`src/rtl/cic_pkg.sv`:
```
// Shared definitions for the CIC filter control path: sequencer states and
// default filter geometry, including the decimation-ratio width used by the decimator.
package cic_pkg;

    typedef enum logic [1:0] {
        ST_IDLE    = 2'b00,
        ST_RELEASE = 2'b01,
        ST_SETTLE  = 2'b10,
        ST_RUN     = 2'b11
    } seq_state_t;

    localparam int CIC_N_STAGES = 3;
    localparam int CIC_SETTLE   = 3;
    localparam int CIC_DECIM_W  = 8;

endpackage

```
`src/rtl/cic_sequencer_if.sv`:
```
// Control/status bundle between the CIC sequencer (slave) and the filter top (master).
interface cic_sequencer_if
    import cic_pkg::*;
#(
    parameter int N_STAGES = CIC_N_STAGES,
    parameter int DECIM_W  = CIC_DECIM_W
) ();

    logic                enable;
    logic [DECIM_W-1:0]  ratio_m1;
    logic                tx_busy;
    logic                clr_ovr;
    logic [N_STAGES-1:0] stage_rst_n;
    logic                comb_rst_n;
    logic                decim_stb;
    logic                out_valid;
    logic                overrun;
    logic [1:0]          state;

    modport master (
        output enable, ratio_m1, tx_busy, clr_ovr,
        input  stage_rst_n, comb_rst_n, decim_stb, out_valid, overrun, state
    );

    modport slave (
        input  enable, ratio_m1, tx_busy, clr_ovr,
        output stage_rst_n, comb_rst_n, decim_stb, out_valid, overrun, state
    );

endinterface

```
`src/rtl/cic_sequencer_phase_counter.sv`:
```
// Loadable modulo-(i_last+1) counter; o_wrap is high in the cycle the count sits at i_last.
module decim_phase_counter
    import cic_pkg::*;
#(
    parameter int W = CIC_DECIM_W
) (
    input  logic         clk,
    input  logic         rst_n,
    input  logic         i_clear,
    input  logic         i_en,
    input  logic [W-1:0] i_last,
    output logic         o_wrap
);

    logic [W-1:0] r_count;

    // NOTE: registers take non-blocking assignments so every flop samples pre-edge values.
    always_ff @(posedge clk or negedge rst_n) begin
        if (!rst_n) begin
            r_count <= '0;
        end else if (i_clear) begin
            r_count <= '0;
        end else if (i_en) begin
            r_count <= (r_count == i_last) ? '0 : r_count + W'(1);
        end
    end

    assign o_wrap = i_en && !i_clear && (r_count == i_last);

endmodule

```
`src/rtl/cic_sequencer.sv`:
```
// CIC control sequencer: staggered stage-reset release, decimation strobe,
// settling-sample discard and serializer hand-off with sticky overrun.
module cic_sequencer
    import cic_pkg::*;
#(
    parameter int N_STAGES = CIC_N_STAGES,
    parameter int DECIM_W  = CIC_DECIM_W,
    parameter int SETTLE   = CIC_SETTLE
) (
    input  logic           clk,
    input  logic           rst_n,
    cic_sequencer_if.slave bus
);

    localparam int SCW = (SETTLE > 1) ? $clog2(SETTLE) : 1;

    seq_state_t          r_state, w_state_nxt;
    logic [N_STAGES-1:0] r_stage_rst_n, w_stage_nxt;
    logic                r_comb_rst_n, w_comb_nxt;
    logic                r_decim_stb, w_stb_nxt;
    logic                r_out_valid, w_ov_nxt;
    logic                r_overrun, w_ovr_nxt;
    logic [DECIM_W-1:0]  r_last, w_last_nxt;
    logic [SCW-1:0]      r_settle_cnt, w_settle_nxt;
    logic                w_cnt_en;
    logic                w_cnt_wrap;

    assign w_cnt_en = ((r_state == ST_SETTLE) || (r_state == ST_RUN)) && bus.enable;

    decim_phase_counter #(.W(DECIM_W)) u_phase (
        .clk     (clk),
        .rst_n   (rst_n),
        .i_clear (!w_cnt_en),
        .i_en    (w_cnt_en),
        .i_last  (r_last),
        .o_wrap  (w_cnt_wrap)
    );

    // NOTE: every signal gets its default first, so no path through the case infers a latch.
    always_comb begin
        w_state_nxt  = r_state;
        w_stage_nxt  = r_stage_rst_n;
        w_comb_nxt   = r_comb_rst_n;
        w_stb_nxt    = 1'b0;
        w_ov_nxt     = 1'b0;
        w_last_nxt   = r_last;
        w_settle_nxt = r_settle_cnt;

        case (r_state)
            ST_IDLE: begin
                w_stage_nxt  = '0;
                w_comb_nxt   = 1'b0;
                w_settle_nxt = '0;
                if (bus.enable) begin
                    // R = 1 cannot produce a separate strobe/load cycle, so clamp to R = 2.
                    w_last_nxt  = (bus.ratio_m1 == '0) ? DECIM_W'(1) : bus.ratio_m1;
                    w_state_nxt = ST_RELEASE;
                end
            end
            ST_RELEASE: begin
                if (&r_stage_rst_n) begin
                    w_comb_nxt  = 1'b1;
                    w_state_nxt = ST_SETTLE;
                end else begin
                    w_stage_nxt = (r_stage_rst_n << 1) | N_STAGES'(1);
                end
            end
            ST_SETTLE: begin
                w_stb_nxt = w_cnt_wrap;
                if (r_decim_stb) begin
                    if (r_settle_cnt == SCW'(SETTLE - 1)) begin
                        w_state_nxt = ST_RUN;
                    end else begin
                        w_settle_nxt = r_settle_cnt + SCW'(1);
                    end
                end
            end
            ST_RUN: begin
                w_stb_nxt = w_cnt_wrap;
                w_ov_nxt  = r_decim_stb;
            end
            default: w_state_nxt = ST_IDLE;
        endcase

        if ((r_state != ST_IDLE) && !bus.enable) begin
            w_state_nxt = ST_IDLE;
            w_stage_nxt = '0;
            w_comb_nxt  = 1'b0;
            w_stb_nxt   = 1'b0;
            w_ov_nxt    = 1'b0;
        end

        // A new overrun outranks a simultaneous clear.
        if (w_ov_nxt && bus.tx_busy) begin
            w_ovr_nxt = 1'b1;
        end else if (bus.clr_ovr) begin
            w_ovr_nxt = 1'b0;
        end else begin
            w_ovr_nxt = r_overrun;
        end
    end

    always_ff @(posedge clk or negedge rst_n) begin
        if (!rst_n) begin
            r_state <= ST_IDLE;
        end else begin
            r_state <= w_state_nxt;
        end
    end

    always_ff @(posedge clk or negedge rst_n) begin
        if (!rst_n) begin
            r_stage_rst_n <= '0;
            r_comb_rst_n  <= 1'b0;
            r_decim_stb   <= 1'b0;
            r_out_valid   <= 1'b0;
            r_overrun     <= 1'b0;
            r_last        <= DECIM_W'(1);
            r_settle_cnt  <= '0;
        end else begin
            r_stage_rst_n <= w_stage_nxt;
            r_comb_rst_n  <= w_comb_nxt;
            r_decim_stb   <= w_stb_nxt;
            r_out_valid   <= w_ov_nxt;
            r_overrun     <= w_ovr_nxt;
            r_last        <= w_last_nxt;
            r_settle_cnt  <= w_settle_nxt;
        end
    end

    assign bus.stage_rst_n = r_stage_rst_n;
    assign bus.comb_rst_n  = r_comb_rst_n;
    assign bus.decim_stb   = r_decim_stb;
    assign bus.out_valid   = r_out_valid;
    assign bus.overrun     = r_overrun;
    assign bus.state       = r_state;

endmodule

```
`src/flat_wrapper.sv`:
```
// flat-port wrapper written by rule: the top's interface ports become plain ports
module cic_sequencer_flat import cic_pkg::*;
#(
    parameter int N_STAGES = CIC_N_STAGES,
    parameter int DECIM_W  = CIC_DECIM_W,
    parameter int SETTLE   = CIC_SETTLE
)
  (clk, rst_n, bus_enable, bus_ratio_m1, bus_tx_busy, bus_clr_ovr, bus_stage_rst_n, bus_comb_rst_n, bus_decim_stb, bus_out_valid, bus_overrun, bus_state);
  cic_sequencer_if #(.N_STAGES(N_STAGES), .DECIM_W(DECIM_W)) bus_i ();
  input  logic clk;
  input  logic rst_n;
  input wire logic [$bits(bus_i.enable)-1:0] bus_enable;
  input wire logic [$bits(bus_i.ratio_m1)-1:0] bus_ratio_m1;
  input wire logic [$bits(bus_i.tx_busy)-1:0] bus_tx_busy;
  input wire logic [$bits(bus_i.clr_ovr)-1:0] bus_clr_ovr;
  output wire logic [$bits(bus_i.stage_rst_n)-1:0] bus_stage_rst_n;
  output wire logic [$bits(bus_i.comb_rst_n)-1:0] bus_comb_rst_n;
  output wire logic [$bits(bus_i.decim_stb)-1:0] bus_decim_stb;
  output wire logic [$bits(bus_i.out_valid)-1:0] bus_out_valid;
  output wire logic [$bits(bus_i.overrun)-1:0] bus_overrun;
  output wire logic [$bits(bus_i.state)-1:0] bus_state;
  assign bus_i.enable = bus_enable;
  assign bus_i.ratio_m1 = bus_ratio_m1;
  assign bus_i.tx_busy = bus_tx_busy;
  assign bus_i.clr_ovr = bus_clr_ovr;
  assign bus_stage_rst_n = bus_i.stage_rst_n;
  assign bus_comb_rst_n = bus_i.comb_rst_n;
  assign bus_decim_stb = bus_i.decim_stb;
  assign bus_out_valid = bus_i.out_valid;
  assign bus_overrun = bus_i.overrun;
  assign bus_state = bus_i.state;
  cic_sequencer #(.N_STAGES(N_STAGES), .DECIM_W(DECIM_W), .SETTLE(SETTLE)) u_core (.clk(clk), .rst_n(rst_n), .bus(bus_i));
endmodule
```
`config.mk`:
```
export PLATFORM = sky130hd
export DESIGN_NAME = cic_sequencer_flat
export DESIGN_NICKNAME = d
export VERILOG_FILES = /design/src/rtl/cic_pkg.sv /design/src/rtl/cic_sequencer_if.sv /design/src/rtl/cic_sequencer_phase_counter.sv /design/src/rtl/cic_sequencer.sv /design/src/flat_wrapper.sv
export SDC_FILE = /design/constraint.sdc
export NUM_CORES = 1
export LEC_CHECK = 0
export CORE_MARGIN = 2
export CORE_UTILIZATION = 40
export DETAILED_ROUTE_END_ITERATION = 10
export PLACE_DENSITY = 0.72
export SETUP_SLACK_MARGIN = 0.1
export SLEW_MARGIN = 20
export SYNTH_ARGS = -nofsm -noshare
export SYNTH_HDL_FRONTEND = slang
export SYNTH_HIERARCHICAL = 1
export SYNTH_SLANG_ARGS = --single-unit
```
`constraint.sdc`:
```
create_clock -name clk -period 2.7 [get_ports clk]
set_input_delay 0.27 -clock clk [delete_from_list [all_inputs] [get_ports clk]]
set_output_delay 0.27 -clock clk [all_outputs]
set_load 0.02 [all_outputs]
```
==> metrics.yaml <==
outcome:
  status: "complete, no violations"
routing:
  routed_wl_mm: 2.995
  wl_per_cell_um: 14.19
  drtIter0Drc: 33
  routed_via_density: 5.237
  drtAntennaViolNets: 0
  num_vias: 1105
  drt-pass1-iter-count: 4
  drc: 0
pwr:
  finalPower_mw: 1.464
  peakVddDrop_mv: 0.5207
  cellPowerDensity_mw_per_mm2: 825.4
  p_leak_nw: 0.7808
global_routing:
  grt_usage_pct: 16.25
  grt_max_degree: 28
  antenna_found_initial: 0
  grt-ovfl-total: 0
  grt_pass1_vias: 1167
  grt_pass1_wl_mm: 5.395
sta:
  layout_setup_ws_ns: 0.4275
  setup_viol: 0
  grt_setup_unrepaired: "false"
  slew_violations: 0
  fmax_mhz: 440.0
  finalCritPeriodShare_pct: 84.17
  hold_slack_ns: 0.3646
  maxSlewHeadroom_pct: 68.30
  final.min_clock_period_ns: 2.273
  fin_tns_setup_ns: 0
  clock_skew_ns: 0.005240
  hold_violations: 0
  tightest_slew_ns: 0.4738
layout:
  fin_util_pct: 49.20
  design_area_mm2: 0.001774
  nets: 183
  drive_gt1_share_pct: 12.88
  syn_to_final_growth_pct: 19.76
  finalNonFillerCells: 211
  antenna_cells: 0
yosys:
  synth_edf_count: 0
  synth_area_mm2: 0.001481
  synth_compound_area_share_pct: 16.22
  syn_inst: 140
  yosysWarnings: 6
  synthSimpleGateAreaFrac_pct: 16.22
  synth-seq-cells: 27
  synth_fa_ha_area_share_pct: 5.068
  seq_area_frac_synth_pct: 45.69
  synth_top_family_by_area: "compound AO/OA/AOI/OAI gates"
  synthMuxAreaShare_pct: 7.348
  postSynthAreaPerCell_um2: 10.58
  synthXorXnorAreaFrac_pct: 5.321
  ys.flop_type: "dfrtp_1"
  synth_cell_types: 38
  synthArstFlopShare_pct: 100.0
  synth_nets: 159
setup_path:
  timing.rr.start: "u_core/bus.state[0]"
  worstSetupPathType: "reg2reg"
  crit_arrival_ns: 2.44
  path_max_fanout: 10
  cp-end-kind: "flip-flop"
  critPathLaunchType: "flip-flop"
  crit_start: "u_core/bus.state[0]"
  required_ns: 2.86
flow_run:
  max_cap_violations: 0
floorplanning:
  num_rows: 22
  chipHeight_um: 64.86
  dieWidth_um: 64.86
  dieArea_mm2: 0.004206
  core_area_mm2: 0.003606
  ios: 22
  initial_utilization_pct: 41.08
cts:
  clockBufferDepth: 2
  cts.clk_slew.worst_paths_ns: 0.09
  clock-sinks: 27
  cts_buffers: 3
  cts_setup_buffers: 0
  cts-root-buf: "clkbuf_8"
  cts_tree: "done"
  insertion_delay_ns: 0.27
  cts.htree.levels: 1
  cts_resized: 0
  cts_hold_buffers: 0
placed_design:
  place_inst: 207
  dpl.hpwl_mm: 2.244
  place_area_mm2: 0.001728
  place_congestion: 0.7635
  portBuffers: 21
  dp_slack_ns: 0.4527
min_path:
  hp-class: "in2async"
-- worst max-delay path: stages, from the launching register on --
cell and delay [ns]:
dfrtp_1 0.45, inv_1 0.11, ha_1 0.29, o21ai_0 0.41
inv_1 0.15, nand2b_1 0.13, a21o_1 0.29, nor3_2 0.08
a211o_1 0.26
-- logic make-up after synthesis --
family | after synthesis
adder cells (fa/ha/maj) | 6
AO/OA/AOI/OAI | 31
multiplexers | 10
buffers and inverters | 10
flip-flops | 27
AND/OR/NAND/NOR | 47
XOR/XNOR | 9
-- power breakdown --
| group | internal [mW] | switching, mW | leakage [nW] |
|---|---|---|---|
| Combinational | 0.296 | 0.333 | 0.403 |
| Sequential | 0.506 | 0.0976 | 0.353 |
| Clock | 0.103 | 0.128 | 0.0255 |
-- layout make-up --
type	count	area (µm²)
Sequential cell	27	676.9
Tap cell	48	60.06
Timing Repair Buffer	23	225.2
Multi-Input combinational cell	103	743.2
Inverter	6	22.52
Clock inverter	1	5.005
Clock buffer	3	41.29
Fill cell	361	1832
-- Yosys cell counts, drive strengths merged, types with 2 or more instances --
library cell,number,area (µm²)
mux2,7,78.83
or3,2,12.51
nor3,3,20.02
buf,4,38.78
mux2i,3,30.03
a22o,4,35.03
xor2,8,70.07
nand2b,3,18.77
nor2b,2,12.51
nor2,10,37.54
nand3,6,35.03
and3,2,13.77
nor4,3,18.77
ha,6,75.07
a31oi,2,18.77
o21ai,8,40.04
nand2,13,48.80
a32o,3,30.03
a21oi,6,30.03
o311ai,2,35.04
a21o,2,15.01
dfrtp,26,650.6
inv,6,22.52
-- state kept, by name (all words and copies together) (netlist names) --
name,flops
u_core/bus.comb_rst_n,1
u_core/bus.out_valid,1
u_core/bus.state,2
u_core/bus.overrun,1
u_core/bus.decim_stb,1
u_core/r_last,8
u_core/bus.stage_rst_n,3
u_core/r_settle_cnt,2
u_core/u_phase/r_count,8
-- worst paths after layout --
path                                             end  slack (ns)  cells after the start
max in group asynchronous           u_core/r_last[0]        2.03                      2
max reg2reg                u_core/u_phase/r_count[3]        0.43                      8
min in group clk                    u_core/r_last[0]        0.50                      2
min reg2reg                         u_core/r_last[0]        0.50                      2
max                        u_core/u_phase/r_count[3]        0.43                      8
min                        u_core/u_phase/r_count[5]        0.36                      2
-- layer usage --
layer | track usage, % | wire length (µm) | share of wire (%) | up-vias
met5 | 0 | 0 | 0 | -
met4 | 7.181 | 48 | 1.6 | 0
met3 | 3.125 | 104 | 3.5 | 4
met2 | 27.19 | 1468 | 49 | 14
met1 | 20.26 | 1373 | 46 | 541
li1 | - | - | - | 546
-- layout by cell type, fill, tap and decap left out, types with 5 or more instances in the layout --
| master | instances |
|---|---|
| mux2_2 | 7 |
| xor2_1 | 8 |
| ha_1 | 6 |
| nand3_1 | 5 |
| nor2_1 | 10 |
| o21ai_0 | 8 |
| dfrtp_1 | 26 |
| clkdlybuf4s50_1 | 21 |
| nand2_1 | 13 |
| a21oi_1 | 6 |
| inv_1 | 6 |
Note: power is estimated with default switching activity, not from simulation.
